==> src/rtl/acc_op_sequencer.sv <==
// Command sequencer for the 4-bit accumulator: queues ops in a FIFO, issues them one at a
// time (with an optional accumulator clear), waits ACC_LAT edges and returns Y/carry.
module acc_op_sequencer #(
  parameter int DEPTH   = 4,
  parameter int ACC_LAT = 1
) (
  input  logic                   Clk,
  input  logic                   nReset,
  input  logic                   cmd_valid,
  output logic                   cmd_ready,
  input  logic [3:0]             cmd_mode,
  input  logic [3:0]             cmd_a,
  input  logic [3:0]             cmd_b,
  input  logic                   cmd_cin,
  input  logic                   cmd_clr,
  output logic [3:0]             alu_mode,
  output logic [3:0]             alu_a,
  output logic [3:0]             alu_b,
  output logic                   alu_cin,
  output logic                   alu_clr_n,
  input  logic [3:0]             alu_y,
  input  logic                   alu_carry,
  output logic                   rsp_valid,
  input  logic                   rsp_ready,
  output logic [3:0]             rsp_y,
  output logic                   rsp_carry,
  output logic                   busy,
  output logic [$clog2(DEPTH):0] level
);

  localparam int AW = $clog2(DEPTH);
  localparam int LW = AW + 1;

  typedef enum logic [2:0] {S_IDLE, S_CLEAR, S_ISSUE, S_WAIT, S_RESP} state_t;

  // op packs {mode, a, b, cin} in the same order as the accumulator port group
  typedef struct packed {
    logic        clr;
    logic [12:0] op;
  } cmd_t;

  cmd_t          r_mem [DEPTH];
  logic [AW-1:0] r_wptr;
  logic [AW-1:0] r_rptr;
  logic [LW-1:0] r_level;

  state_t        r_state;
  logic [12:0]   r_hold;
  logic [1:0]    r_cnt;
  logic [3:0]    r_alu_mode;
  logic [3:0]    r_alu_a;
  logic [3:0]    r_alu_b;
  logic          r_alu_cin;
  logic          r_alu_clr_n;
  logic          r_rsp_valid;
  logic [3:0]    r_rsp_y;
  logic          r_rsp_carry;

  logic          w_empty;
  logic          w_push;
  logic          w_pop;
  cmd_t          w_head;
  cmd_t          w_cmd;

  assign w_empty   = (r_level == '0);
  assign cmd_ready = (r_level != LW'(DEPTH));
  assign w_push    = cmd_valid && cmd_ready;
  // Pop from IDLE, or straight out of RESP on the handshake edge for back-to-back ops
  assign w_pop     = !w_empty && ((r_state == S_IDLE) || (r_state == S_RESP && rsp_ready));
  assign w_head    = r_mem[r_rptr];
  assign w_cmd     = '{clr: cmd_clr, op: {cmd_mode, cmd_a, cmd_b, cmd_cin}};

  always_ff @(posedge Clk) begin
    if (w_push) r_mem[r_wptr] <= w_cmd;
  end

  always_ff @(posedge Clk or negedge nReset) begin
    if (!nReset) begin
      r_wptr  <= '0;
      r_rptr  <= '0;
      r_level <= '0;
    end else begin
      if (w_push) r_wptr <= r_wptr + 1'b1;
      if (w_pop)  r_rptr <= r_rptr + 1'b1;
      case ({w_push, w_pop})
        2'b10:   r_level <= r_level + 1'b1;
        2'b01:   r_level <= r_level - 1'b1;
        default: r_level <= r_level;
      endcase
    end
  end

  always_ff @(posedge Clk or negedge nReset) begin
    if (!nReset) begin
      r_state     <= S_IDLE;
      r_hold      <= '0;
      r_cnt       <= '0;
      r_alu_mode  <= '0;
      r_alu_a     <= '0;
      r_alu_b     <= '0;
      r_alu_cin   <= 1'b0;
      r_alu_clr_n <= 1'b0;
      r_rsp_valid <= 1'b0;
      r_rsp_y     <= '0;
      r_rsp_carry <= 1'b0;
    end else begin
      r_alu_clr_n <= 1'b1;
      case (r_state)
        S_IDLE, S_RESP: begin
          if (r_state == S_RESP && rsp_ready) begin
            r_rsp_valid <= 1'b0;
            r_state     <= S_IDLE;
          end
          if (w_pop) begin
            r_hold <= w_head.op;
            if (w_head.clr) begin
              r_alu_clr_n <= 1'b0;
              r_state     <= S_CLEAR;
            end else begin
              {r_alu_mode, r_alu_a, r_alu_b, r_alu_cin} <= w_head.op;
              r_state <= S_ISSUE;
            end
          end
        end
        S_CLEAR: begin
          {r_alu_mode, r_alu_a, r_alu_b, r_alu_cin} <= r_hold;
          r_state <= S_ISSUE;
        end
        S_ISSUE: begin
          r_cnt   <= 2'(ACC_LAT - 1);
          r_state <= S_WAIT;
        end
        S_WAIT: begin
          if (r_cnt == '0) begin
            r_rsp_y     <= alu_y;
            r_rsp_carry <= alu_carry;
            r_rsp_valid <= 1'b1;
            r_state     <= S_RESP;
          end else begin
            r_cnt <= r_cnt - 1'b1;
          end
        end
        default: r_state <= S_IDLE;
      endcase
    end
  end

  assign alu_mode  = r_alu_mode;
  assign alu_a     = r_alu_a;
  assign alu_b     = r_alu_b;
  assign alu_cin   = r_alu_cin;
  assign alu_clr_n = r_alu_clr_n;
  assign rsp_valid = r_rsp_valid;
  assign rsp_y     = r_rsp_y;
  assign rsp_carry = r_rsp_carry;
  assign busy      = (r_state != S_IDLE) || !w_empty;
  assign level     = r_level;

endmodule

==> config.mk <==
export PLATFORM = sky130hd
export DESIGN_NAME = acc_op_sequencer
export DESIGN_NICKNAME = d
export VERILOG_FILES = /design/src/rtl/acc_op_sequencer.sv
export SDC_FILE = /design/constraint.sdc
export NUM_CORES = 1
export LEC_CHECK = 0
export CAP_MARGIN = 40
export CELL_PAD_IN_SITES_DETAIL_PLACEMENT = 1
export CELL_PAD_IN_SITES_GLOBAL_PLACEMENT = 1
export CORE_ASPECT_RATIO = 0.8
export CORE_MARGIN = 2
export CORE_UTILIZATION = 47
export DETAILED_ROUTE_END_ITERATION = 12
export PLACE_DENSITY_LB_ADDON = 0.1
export SYNTH_ARGS = -nofsm -noshare
export SYNTH_HDL_FRONTEND = slang
export SYNTH_SLANG_ARGS = --single-unit
==> constraint.sdc <==
create_clock -name Clk -period 2.95 [get_ports Clk]
set_input_delay 0.4425 -clock Clk [delete_from_list [all_inputs] [get_ports Clk]]
set_output_delay 0.4425 -clock Clk [all_outputs]
set_load 0.03 [all_outputs]
# [Word-level counts from Yosys, hierarchy flattened]
# Memory sizes are Yosys's and may differ from the RTL's.
# Index checks and enable logic that the tools add are counted.
[op_classes] addsub=5 n_mul=0 div_mod_pow=0 magnitude_cmp=0 eq_ne=13 n_shift=0 mux=28 bitwise=0 reduce_logical=21
[ops] operator="4-bit 2-to-1 mux" n=6
[ops] operator="4-bit one-hot mux with 2 select lines" n=3
[ops] operator="3-bit one-hot mux with 4 select lines" n=1
[ops] operator="2-bit != test, second input constant" n=5
[ops] operator="1-bit 2-to-1 mux" n=9
[ops] operator="3-bit 2-to-1 mux" n=3
[ops] operator="2-bit AND reduction" n=4
[ops] operator="2-bit nonzero test" n=4
[ops] operator="3-bit by 2-bit == test with 1-bit output, second input constant" n=2
[ops] operator="3-bit logical NOT" n=2
[ops] operator="3-bit != test, second input constant" n=2
[ops] operator="3-bit one-hot mux with 2 select lines" n=1
[ops] operator="3-bit AND reduction" n=2
[ops] operator="2-bit by 1-bit adder with 2-bit output, second input constant" n=2
[ops] operator="2-bit 2-to-1 mux" n=2
[ops] operator="1-bit one-hot mux with 2 select lines" n=2
[ops] operator="2-bit one-hot mux with 2 select lines" n=1
[ops] operator="3-bit by 1-bit adder with 3-bit output, second input constant" n=1
[ops] operator="3-bit by 1-bit == test with 1-bit output, second input constant" n=1
[ops] operator="3-bit == test, second input constant" n=1
[ops] operator="1-bit logical AND" n=3
[ops] operator="3-bit nonzero test" n=1
[ops] operator="3-bit by 1-bit subtractor with 3-bit output, second input constant" n=1
[ops] operator="2-bit by 1-bit == test with 1-bit output, second input constant" n=1
[ops] operator="6 further kinds" n=7
[totals] regBits=45 latch_bits=0 ram_bits=56 romBits=0 input_bits=23 output_inout_bits=25 wordCells=82 mem_count=1
[memory_table] memory="r_mem" depth=4 width=14 read_ports=1 rd_ports_with_merged_regs=0 wr=1 line_no="42" text="cmd_t r_mem [DEPTH];"

# [Depth between registers and ports, before layout]
# Gate-level depths: netlist (run 1).
[depth] ltp_word=6 depth_mapped=8 ltp_nobuf=7

# [Worst setup path before layout (run 1)]
# Ideal clock, no wire load.
[synth_path] kind="register to register" from="reg r_level[2] (netlist: level[2])" to="reg r_level[2] (netlist: level[2])" setup_time_ps=134 arrival_time_ps=2324 required_time_ps=2816 slack_ps=492 path_stages_with_launch=9 n_path_buf=1 synth_period_minus_slack_ps=2458 path_cell_list="dfrtp_1 -> or3b_2 -> clkbuf_1 -> nand2_1 -> nand2_1 -> fa_1 -> a21boi_0 -> a2bb2oi_1 -> xnor2_1"
[synth_via] elab_cells_between_ends=11 cone_classes="add/sub (2); eq/ne (3); mux (1); reduce/logical (5)"
[synth_lines] item="start, declared" line_no="45" text="logic [LW-1:0] r_level;"
[synth_lines] item="start signal, assigned" line_no="86" text="2'b10: r_level <= r_level + 1'b1;"
[synth_lines] item="start signal, assigned" line_no="87" text="2'b01: r_level <= r_level - 1'b1;"
[synth_lines] item="start signal, assigned" line_no="88" text="default: r_level <= r_level;"
[synth_lines] item="3-bit != test *" line_no="66" text="assign cmd_ready = (r_level != LW'(DEPTH));"
[synth_lines] item="via cmd_ready" line_no="10" text="output logic cmd_ready,"
[synth_lines] item="1-bit logical AND *" line_no="67" text="assign w_push = cmd_valid && cmd_ready;"
[synth_lines] item="2-bit by 1-bit == test with 1-bit output / 2-bit == test (equally long branches)" line_no="85" text="case ({w_push, w_pop})"
[synth_lines] item="3-bit one-hot mux with 2 select lines / 2-bit nonzero test (equally long branches)"
# The timed path passes the listed nets; every way through them passes the cells marked *.
# A chain may end at the register's enable or synchronous reset.

# [Final worst setup path (run 1)]
[layout_path] from="reg r_level[1] (netlist: level[1])" to="out busy"
[layout_via] elab_chain_cells=3
[layout_lines] item="3-bit logical NOT" line_no="65" text="assign w_empty = (r_level == '0);"
[layout_lines] item="1-bit logical NOT" line_no="156" text="assign busy = (r_state != S_IDLE) || !w_empty;"
[layout_lines] item="1-bit logical OR" line_no="156"
[layout_lines] item="end, declared" line_no="27" text="output logic busy,"
# No other way between the ends.

==> results summary, run 1 <==
The number of gates resized after CTS is 0. The initialized floorplan defines 30 standard-cell rows. 0 antenna diodes ended up in the layout. The total area of sequential cells is 0.00281 mm². The post-route standard cell area excluding fillers is 0.00501 mm².

The most used flip-flop cell after synthesis is sky130_fd_sc_hd__edfxtp_1. The shortest period the worst path allows came out at 2.62 ns. The worst setup path is launched from a register. The count of nets left with antenna violations once routing finished came out at 0. The setup TNS after final layout is 0 ns. The synthesized netlist net count is 257. The internal portion of the total power is 3.70 mW. The slack of the critical path is 0.329 ns. The async set or reset register ratio after synthesis is 44.6%.

The final-report max-slew violation count is 0. The flow ran to the end, and the final reports show no timing, DRC or antenna violations. From synthesis to final layout, the design area changed by 20.7%. The synthesized design devotes to its leading area cell type 40.5% of total area.

The relative slew slack came out at 53.6%. The total overflow left after global routing is 0. Detailed placement ended at an HPWL of 4990 µm. Setup repair after global routing left no endpoint under its margin.

In the final routed layout, each cell accounts on average for 17.7 µm. The worst-case setup slack after placement came out at 0.693 ns. Counting along the longest clock path gives a buffer depth of 2. The post-synthesis register bit count came out at 101. The initial utilization of the core area, before any placement, comes to 48.7%. Dividing total power by cell area gives a power density of 1130 mW/mm². The violation count after the first detailed-route iteration came out at 81.

The master cell of the clock root buffer is sky130_fd_sc_hd__clkbuf_8. Summing the areas of all fa, ha and maj instances in the mapped netlist gives 1.99% of the synthesized area. The share of cell area taken by muxes after synthesis is 21.3%. The transition time at the pin with the least slew margin came out at 0.691 ns. The critical path data arrival time came out at 2.18 ns. The number of port buffers came out at 47. The setup skew after layout is 0.00919 ns. The fraction of layout instances using a drive strength above 1 is 29.1%. The maximum clock frequency came out at 0.382 GHz.

The average instance area after synthesis came out at 18.2 µm². For this design, the sink count on the clock tree is 101. The number of setup buffers added after CTS is 0.

Net switching is 34.3% of the power. The final layout net count is 320. Buffers inserted during clock tree synthesis total 9. The area of placed instances came out at 0.00480 mm². The via density per instance came out at 5.18.

The core outline area came out at 0.00852 mm². The number of remaining DRC errors came out at 0. After synthesis, the cell types taking the most area are sky130_fd_sc_hd__edfxtp_1, sky130_fd_sc_hd__dfrtp_1, sky130_fd_sc_hd__mux2_2, sky130_fd_sc_hd__mux4_2, sky130_fd_sc_hd__mux2_4. Combinational logic burns 44.5% of the power.

Setup violations remaining at the end of the flow were counted as 0. The number of enable-type register cells in the synthesized netlist came out at 56. The synthesized-area fraction occupied by ao, oa, aoi and oai cells came out at 1.90%. For the worst-skew pair, the clock arrives at the later sink with an insertion delay of 0.36 ns. Counting instances in the post-synthesis netlist gives the leading cell types as sky130_fd_sc_hd__edfxtp_1, sky130_fd_sc_hd__dfrtp_1, sky130_fd_sc_hd__mux2_2. The unique cell type count in the Yosys netlist came out at 38. The maximum ir drop on the vdd rail came out at 0.474 mV. The die width came out at 109 µm.

The overall routed net length is 7220 µm. Of the available clock period, the critical path in the final layout requires 88.8%. The die extent in y is 88.1 µm. The first global-routing pass estimated 12,100 µm of wire. The synthesized netlist devotes 1.27% of its cell area to XOR and XNOR gates.

The via count of the first global-routing pass is 2,251. The largest fanout of any net on the critical path is 4. The most common cell in the synthesized netlist is sky130_fd_sc_hd__edfxtp_1. The min-delay analysis places its worst path in the category register to register. The max capacitance violation total is 0. The power spent charging and discharging nets came out at 1.94 mW. The multi-input logic area is 0.00126 mm². The largest net degree at the start of global routing is 31. The netlist area before placement is 0.00415 mm². The TritonCTS clock tree is done. The number of hold buffers added after CTS came out at 1.

The final hold violation count came out at 0. The first TritonRoute pass finished after 4 iterations. The sequential-to-total area share from yosys stat is 67.6%.

The total global routing track utilization came out at 17.0%. The critical path in this run is classified as register to primary output. 48 I/O pins were placed. After filler insertion, the fill cell instance count of the layout stands at 781. The kind of end point of the critical path is a primary output. The H-tree was split into 3 levels.

The floorplan step defined a die boundary enclosing 0.00961 mm². The synthesized netlist devotes 3.92% of its cell area to simple gates. The synthesized instance count came out at 228.

The biggest area contributor in the post-synthesis netlist is sky130_fd_sc_hd__edfxtp_1. The initial antenna violation count came out at 0. STA puts the critical path data required time at 2.51 ns. The routed via count came out at 2,114.

After synthesis, the largest family of logic cells by area is multiplexers. The weighted congestion reported at the end of routability-driven placement is 0.745. The share of total power in the clock network is 15.7%. The clock-pin slew of the registers on the worst-case setup and hold paths came out at 0.10 ns. The leakage component of the power came out at 1.91 nW. The sequential fraction of design power came out at 39.8%. The total number of yosys warnings came out at 0.
## layout make-up
cell class,instances,share of cell area [%]
Clock buffer,9,2.47
Multi-Input combinational cell,112,25.2
Sequential cell,101,56.0
Inverter,8,0.599
Timing Repair Buffer,59,11.4
Tap cell,112,2.80
Clock inverter,7,1.57
## power by group through the flow
stage	registers, mW	clock network [mW]	logic, mW
after detailed placement	2.28	0	2.54
after global placement	2.26	0	2.50
final	2.25	0.883	2.51
after global routing	2.31	0.971	2.72
after CTS	2.25	0.922	2.55
after floorplan	2.51	0	1.53
## through the flow
step	cells	hold slack (ns)	utilization [%]	power, mW
floorplan	228	0.147	-	4.04
detailed placement	391	0.403	56.3	4.82
global route	408	0.527	58.8	6.00
global placement	390	0.484	56.1	4.75
finish	408	0.510	58.8	5.64
CTS	408	0.513	58.8	5.73
## worst max-delay path, stage by stage (launching register included)
cell,delay (ns)
sky130_fd_sc_hd__dfrtp_1,0.41
sky130_fd_sc_hd__nor3_1,0.60
sky130_fd_sc_hd__nand3b_1,0.17
sky130_fd_sc_hd__clkdlybuf4s50_1,0.64
## flip-flops by register name (all words and copies together) (netlist names), 3 cells and up
signal,count
alu_b,4
level,3
r_state,3
alu_a,4
r_hold,13
rsp_y,4
alu_mode,4
r_mem,56
## placed cells by master (no fill, tap or decap), types with 2 or more instances in the layout
| cell type | count |
|---|---|
| sky130_fd_sc_hd__a21oi_1 | 3 |
| sky130_fd_sc_hd__buf_4 | 10 |
| sky130_fd_sc_hd__and3_1 | 4 |
| sky130_fd_sc_hd__mux4_2 | 9 |
| sky130_fd_sc_hd__clkbuf_8 | 9 |
| sky130_fd_sc_hd__xnor2_1 | 5 |
| sky130_fd_sc_hd__edfxtp_1 | 56 |
| sky130_fd_sc_hd__inv_1 | 8 |
| sky130_fd_sc_hd__mux2_2 | 35 |
| sky130_fd_sc_hd__nand2b_1 | 2 |
| sky130_fd_sc_hd__nor3_1 | 3 |
| sky130_fd_sc_hd__o21ai_0 | 2 |
| sky130_fd_sc_hd__mux4_1 | 5 |
| sky130_fd_sc_hd__dfrtp_1 | 45 |
| sky130_fd_sc_hd__clkdlybuf4s50_1 | 46 |
| sky130_fd_sc_hd__nand2_1 | 9 |
| sky130_fd_sc_hd__mux2_4 | 9 |
| sky130_fd_sc_hd__o22ai_1 | 2 |
| sky130_fd_sc_hd__inv_6 | 3 |
| sky130_fd_sc_hd__ha_1 | 5 |
| sky130_fd_sc_hd__nor2b_1 | 2 |
## metal layers
metal	vias to the layer above	track usage (%)	wire [µm]
li1	988	-	-
met1	1081	22.3	3270
met2	38	28.2	3590
met3	7	4.39	276
met4	0	5.24	85
met5	-	0	0
## worst paths after layout
| path | from | endpoint | slack [ns] | cells past startpoint |
|---|---|---|---|---|
| worst max-delay path | level[1] | busy | 0.33 | 3 |
| worst min-delay path | r_hold[11] | r_hold[11] | 0.51 | 1 |
| worst max register to register | level[1] | level[2] | 0.73 | 7 |
| worst min register to register | r_hold[11] | r_hold[11] | 0.51 | 1 |
| max in group asynchronous | nReset | r_hold[6] | 1.88 | 3 |
| min in group asynchronous | nReset | r_hold[9] | 0.56 | 2 |
## cells by family (layout without fill, tap and decap cells)
family	Yosys count	in the layout
AO/OA/AOI/OAI	12	12
buffers and inverters	15	83
XOR/XNOR	6	6
multiplexers	60	60
adder cells (fa/ha/maj)	6	6
AND/OR/NAND/NOR	28	28
flip-flops	101	101
Note: power is estimated with default switching activity, not from simulation.
==> run 2, diff against run 1 <==
Settings changed: PLACE_DENSITY set to 0.77, PLACE_DENSITY_LB_ADDON 0.1 to unset, SLEW_MARGIN set to 30.
==> run 2 against run 1 <==
Compared with the run above:
- non-clock buffer count is 2 lower
- largest cell class unchanged
- highest routed layer unchanged
- first-iteration DRC count shrank 35%
- core utilization decreased by 0.65 points
- critical endpoint is now cmd_ready
- die area unchanged
- register-to-register slack lost 0.04 ns
==> results summary, run 2 (synthesis gave the netlist of run 1 again) <==
The clock latency on the worst-skew pair is 0.36 ns (about the same). Setup repair after global routing left no endpoint under its margin. The number of non-filler instances in the completed layout came out at 406 (-0.49%).

The via count of the first global-routing pass came out at 2,372 (+5.4%). The initial core utilization is 48.7% (unchanged). The share of total power in combinational logic came out at 45.7% (+1.2 points). The setup skew after layout is 0.00764 ns (-0.00156 ns). The overall routed net length came out at 7870 µm (+9.0%). In the final layout, the registers with the most flip-flops are r_mem: 56 flops, r_hold: 13 flops. The first-pass GRT wire length is 12,800 µm (+5.4%). The core outline area came out at 0.00852 mm² (unchanged).

The count of pins on the block boundary came out at 48 (unchanged). The CTS buffer count is 9 (unchanged). The maximum clock frequency came out at 0.408 GHz (+7.0%). The share of the cycle needed by the critical path after routing came out at 83.0% (-5.8 points).

The die width came out at 109 µm (unchanged). Ranked by flip-flop count, first place goes to r_mem. The worst-case setup slack after placement is 0.669 ns (-0.0240 ns). The violation count after the first detailed-route iteration is 53 (-35%). The critical path data arrival time is 2.01 ns (-0.17 ns).

The routed via count came out at 2,156 (+2.0%). In the layout the commonest cells are sky130_fd_sc_hd__edfxtp_1, sky130_fd_sc_hd__clkdlybuf4s50_1, sky130_fd_sc_hd__dfrtp_1, sky130_fd_sc_hd__mux2_2, sky130_fd_sc_hd__buf_4. The sequential fraction of design power was 40.0% (+0.2 points). The switching part of the total power came out at 35.5% (+1.1 points).

The via density per instance came to 5.31 (+2.5%). The max capacitance violation total is 0 (unchanged). The shortest period the worst path allows came out at 2.45 ns (-0.171 ns). The CTS H-tree depth is 3 (unchanged). The number of rows created at floorplan came out at 30 (unchanged). The number of remaining DRC errors came out at 0 (unchanged). The kind of end point of the critical path is a primary output. The half-perimeter wire length after detailed placement came out at 5210 µm (+4.5%). The initial antenna violation count is 0 (unchanged). The critical path is of the register to primary output type. The total area of sequential cells is 0.00281 mm² (unchanged). The number of flip-flops under the largest register name came out at 56 (unchanged).

The count of TritonRoute iterations in the first routing pass came out at 4 (unchanged). The run finished with clean final reports. The worst setup path is launched from a register. The die extent in y is 88.1 µm (unchanged). The number of buffers inserted to repair setup after CTS was 0 (unchanged).

The final core area utilization came out at 58.2% (-0.65 points). TritonCTS built the clock tree. The largest fanout of any net on the critical path is 8 (+4). The die footprint is 0.00961 mm² (unchanged). The largest net degree at the start of global routing came out at 46 (+48%). The number of antenna-violating nets in the routed design is 0 (unchanged). The number of hold buffers added after CTS was 0 (-1). The transition time at the pin with the least slew margin came out at 0.603 ns (-0.0885 ns). The weighted congestion reported at the end of routability-driven placement was 0.724 (-2.8%). The clock-pin slew of the registers on the worst-case setup and hold paths came to 0.10 ns (about the same). The required time of the worst setup path was 2.51 ns (about the same). The setup-violating endpoint count in the final report came out at 0 (unchanged).

The leading cell type in the layout, fill and taps excluded is sky130_fd_sc_hd__edfxtp_1. The number of inserted filler cells in the final layout came out at 789 (+1.0%). The power spent charging and discharging nets came out at 1.99 mW (+2.6%). The number of gates resized after CTS came out at 0 (unchanged). The multi-input logic area came out at 0.00126 mm² (unchanged). The setup TNS after final layout came out at 0 ns (unchanged).

The maximum ir drop on the vdd rail is 0.502 mV (+6.0%). The total inserted antenna cells is 0 (unchanged). The share of total power in the clock network came out at 14.3% (-1.4 points). The fraction of layout instances using a drive strength above 1 came out at 28.6% (-0.48 points). The total congestion overflow is 0 (unchanged). The cell count after placement came out at 390 (-0.26%).

The layout overhead on the synthesized area is 19.4%. The relative slew slack was 59.8% (+6.3 points). The number of buffers on the longest clock path came out at 2 (unchanged).

The number of port buffers was 47 (unchanged). The leakage component of the power came to 1.88 nW (-1.6%). The final-report max-slew violation count is 0 (unchanged).

The slack of the critical path is 0.500 ns (+0.171 ns). The worst hold path belongs to the class primary input to async pin. The clock sink count came out at 101 (unchanged). The final hold violation count is 0 (unchanged). The total global routing track utilization came out at 18.4% (+1.4 points). The total internal power came out at 3.61 mW (-2.5%). The final layout net count came out at 318 (-0.63%). The wire length per cell is 19.4 µm (+9.5%).

The cell area power density came out at 1130 mW/mm² (+0.37%). The master cell of the clock root buffer is sky130_fd_sc_hd__clkbuf_8.
## run 2: through the flow
step	power [mW]	hold slack (ns)	instance area (µm²)
after floorplan	4.04	0.147	4150
after global placement	4.75	0.484	4780
after detailed placement	4.87	0.494	4780
after CTS	5.68	0.0984	4960
after global routing	5.95	0.113	4960
final	5.60	0.0840	4960
## run 2: final cells by class
cell class | instances | area share (%)
flip-flops and latches | 101 | 56.6
well taps | 112 | 2.83
repair buffers | 57 | 11.0
multi-input cells | 112 | 25.4
clock buffers | 10 | 2.57
clock inverters | 6 | 0.959
inverters | 8 | 0.606
## run 2: power groups by stage
stage,sequential (mW),combinational (mW),clock [mW]
after CTS,2.25,2.61,0.828
after global placement,2.24,2.51,0
after floorplan,2.51,1.53,0
after global routing,2.30,2.77,0.880
after detailed placement,2.28,2.59,0
final,2.24,2.56,0.801
## run 2: worst max-delay path: stages (launching register included)
cell                              delay, ns
sky130_fd_sc_hd__dfrtp_1               0.45
sky130_fd_sc_hd__or3b_2                0.56
sky130_fd_sc_hd__clkdlybuf4s50_1       0.64
## run 2: path summary, 6_finish.rpt
kind / start / to / slack [ns] / cells past startpoint
min in group Clk: alu_b[0] / alu_b[0] / 0.51 / 1
worst max register to register: level[2] / level[2] / 0.69 / 7
worst max-delay path: level[2] / cmd_ready / 0.50 / 2
max in group asynchronous: nReset / alu_cin / 2.46 / 1
worst min register to register: alu_b[0] / alu_b[0] / 0.51 / 1
worst min-delay path: nReset / alu_b[1] / 0.08 / 1
## run 2: routing by layer
metal  share of wire (%)  routed length [µm]  global-route usage, %
met4                 1.1                  83                   5.59
met1                  44                3490                   23.4
met5                   0                   0                      0
met2                  51                4000                   31.7
met3                 3.8                 301                   4.17
==> run 3, diff against run 2 <==
Settings changed: CORE_UTILIZATION 47 to 43, PLACE_DENSITY 0.77 to 0.74.
Clock period 2.95 ns to 2.2 ns, I/O delays scaled along.
==> run 3 against run 2 <==
Compared with the run above:
- combinational power grew 35%
- largest cell class unchanged
- wire length grew 1.3%
- critical path depth grew 5
- critical path type is now register to register
- clock-buffer cell count grew 2
- critical endpoint is now level[2]
- final cell count grew 1.7%
- hold slack gained 0.41 ns
- worst setup slack lost 0.31 ns
- die area grew 8.9%
- non-clock buffer count is the same
==> results summary, run 3 (synthesis gave the netlist of run 1 again) <==
The largest fanout of any net on the critical path came to 8 (unchanged). The final-report max-slew violation count is 0 (unchanged). The required time of the worst setup path is 2.46 ns (-0.05 ns). The max capacitance violation total is 0 (unchanged). The maximum clock frequency is 0.498 GHz. The relative slew slack came out at 46.2% (-14 points). The number of buffers on the longest clock path came to 2 (unchanged). The worst register-to-register path ends at level[2].

The final hold violation count came out at 0 (unchanged). The weighted congestion reported at the end of routability-driven placement was 0.689 (-4.8%). The class of the tightest hold or removal check is primary input to async pin. In the final layout, the registers with the most flip-flops are r_mem: 56 flops, r_hold: 13 flops. The setup-violating endpoint count in the final report came to 0 (unchanged).

The number of cells traversed by the worst register-to-register path is 7 (unchanged). The final layout net count came out at 318 (unchanged). The number of logic stages on the critical path including buffering came out at 7 (+5). The via density per instance is 5.23 (-1.5%). The clock sink count was 101 (unchanged).

The number of antenna-violating nets in the routed design is 0 (unchanged). The setup path with the least slack is of type register to register. The largest net degree at the start of global routing is 22 (-52%). The worst hold slack after final layout is 0.496 ns (+0.412 ns). The wire length per cell was 19.3 µm (-0.41%). The total global routing track utilization is 16.9% (-1.5 points).

The origin of the critical flop-to-flop path is level[1]. The die extent in y came out at 91.9 µm (+4.3%). Routed signal wires occupy layers up through met4.

The shortest period the worst path allows came out at 2.01 ns. The maximum ir drop on the vdd rail is 0.573 mV (+14%). The number of inserted filler cells in the final layout was 894 (+13%). The CTS buffer count came out at 9 (unchanged).

The flow ran to the end, and the final reports show no timing, DRC or antenna violations. The routed via count is 2,161 (+0.23%). The fraction of layout instances using a drive strength above 1 is 29.6% (+1.0 points). The die width is 114 µm (+4.4%). The met3 layer wire length in the routed design came to 429 µm (+43%).

The layout overhead on the synthesized area is 22.6%. The signal on the critical path passes through or3b_4 -> nand2_2 -> nand2_1 -> fa_1 -> a21boi_0 -> a2bb2oi_1 -> xnor2_1. The total congestion overflow is 0 (unchanged).

The number of flip-flops under the largest register name came out at 56 (unchanged). The CTS H-tree depth is 3 (unchanged). The core outline area came to 0.00953 mm² (+12%).

The met2 layer wire length in the routed design is 3790 µm (-5.1%). Leaving out fill and tap cells, the most frequent cell in the layout is sky130_fd_sc_hd__edfxtp_1. The worst reg-to-reg setup slack was 0.19 ns (-0.50 ns). In the finished design, the share of the clock period the worst path needs comes to 91.4%. The clock latency on the worst-skew pair is 0.34 ns (-0.02 ns).

The initial antenna violation count is 0 (unchanged). The setup skew after layout came out at 0.00715 ns (-0.000488 ns). The TritonCTS clock tree is done.

The critical path data arrival time came out at 2.27 ns (+0.26 ns). The overall routed net length is 7980 µm (+1.3%). The number of remaining DRC errors came out at 0 (unchanged).

The cell area power density is 1560 mW/mm² (+38%). The total inserted antenna cells is 0 (unchanged). The multi-input logic area came out at 0.00128 mm² (+1.2%). The clock-pin slew of the registers on the worst-case setup and hold paths is 0.07 ns (-0.03 ns).

Setup repair after global routing left no endpoint under its margin. The first-pass GRT wire length came out at 12,800 µm (about the same). The via count of the first global-routing pass is 2,303 (-2.9%). The violation count after the first detailed-route iteration is 102 (+92%).

The die footprint came out at 0.0105 mm² (+8.9%). The count of pins on the block boundary is 48 (unchanged). The master cell of the clock root buffer is sky130_fd_sc_hd__clkbuf_16. The worst setup path is launched from a register.

On the critical path, the stage with the largest delay is an instance of sky130_fd_sc_hd__or3b_4. The number of port buffers is 47 (unchanged). Ranked by flip-flop count, first place goes to r_mem. The kind of end point of the critical path is a register. The setup TNS after final layout was 0 ns (unchanged). The count of TritonRoute iterations in the first routing pass is 4 (unchanged).

Among cell families on the critical path, the largest total delay comes from simple AND/OR/NAND/NOR gates. The leakage component of the power is 1.93 nW (+2.7%). In the layout the commonest cells are sky130_fd_sc_hd__edfxtp_1, sky130_fd_sc_hd__clkdlybuf4s50_1, sky130_fd_sc_hd__dfrtp_1, sky130_fd_sc_hd__mux2_2.

The met1 wire length came to 3660 µm (+4.9%). The initial core utilization is 43.6% (-5.2 points). The half-perimeter wire length after detailed placement came out at 5140 µm (-1.4%). The transition time at the pin with the least slew margin came out at 0.807 ns (+0.205 ns). The sum of buffers and inverters on the critical path is 0 (-1).

The number of rows created at floorplan came out at 32 (+6.7%). The highest cell delay on the worst timing path was 0.45 ns (-0.19 ns). The total area of sequential cells is 0.00281 mm² (+0.13%).
## run 3: changes by cell type in the layout (fill, tap and decap cells not counted), moves of 3 or more
| cell | delta |
|---|---|
| sky130_fd_sc_hd__clkbuf_16 | +9 |
| sky130_fd_sc_hd__dfrtp_2 | +3 |
| sky130_fd_sc_hd__clkbuf_8 | -8 |
| sky130_fd_sc_hd__buf_4 | -4 |
| sky130_fd_sc_hd__dfrtp_1 | -3 |
## run 3: worst max path at each step
stage,from,to,slack (ns)
after CTS,level[1],level[2],0.05
after detailed placement,level[1],level[2],0.06
after global routing,level[1],level[2],0.08
after floorplan,r_state[1],level[2],0.01
after global placement,level[1],alu_b[0],0.02
final,level[1],level[2],0.19
## run 3: through the flow
step	std cells	area (µm²)	utilization [%]	total power, mW	setup WS [ns]
after floorplan	228	4180	-	5.46	0.0127
after global placement	394	4770	50.1	6.36	0.0220
after detailed placement	394	4780	50.2	6.51	0.0616
after CTS	411	5070	53.2	8.03	0.0459
after global routing	413	5090	53.4	8.40	0.0758
final	413	5090	53.4	7.94	0.190
## run 3: per-layer routing
metal | vias up | global-route usage (%)
met3 | 6 | 5.88
met4 | 0 | 4.57
met2 | 56 | 27.3
li1 | 985 | -
met1 | 1114 | 22.1
met5 | - | 0
## run 3: final cells by class
class                      instances  share of cell area [%]
sequential                       101                    55.2
tap                              119                    2.92
inverter                           8                   0.590
timing repair buffer              57                    10.8
multi-input combinational        112                    25.1
clock buffer                      12                    4.84
clock inverter                     4                   0.614
## run 3: worst register-to-register path, cell delays in order (launching register included)
cell	delay (ns)
sky130_fd_sc_hd__dfrtp_2	0.42
sky130_fd_sc_hd__or3b_4	0.45
sky130_fd_sc_hd__nand2_2	0.14
sky130_fd_sc_hd__nand2_1	0.08
sky130_fd_sc_hd__fa_1	0.38
sky130_fd_sc_hd__a21boi_0	0.14
sky130_fd_sc_hd__a2bb2oi_1	0.20
sky130_fd_sc_hd__xnor2_1	0.13
## run 3: timing repair
item	CTS	global route
endpoints found under the hold margin	19	0
setup buffers	0	0
setup endpoints to repair	2	1
gates resized for setup	2	1
hold buffers	1	0
## run 3: report_power, final
part | internal (mW) | switching (mW)
combinational | 1.76 | 1.70
sequential | 2.67 | 0.323
clock | 0.807 | 0.680
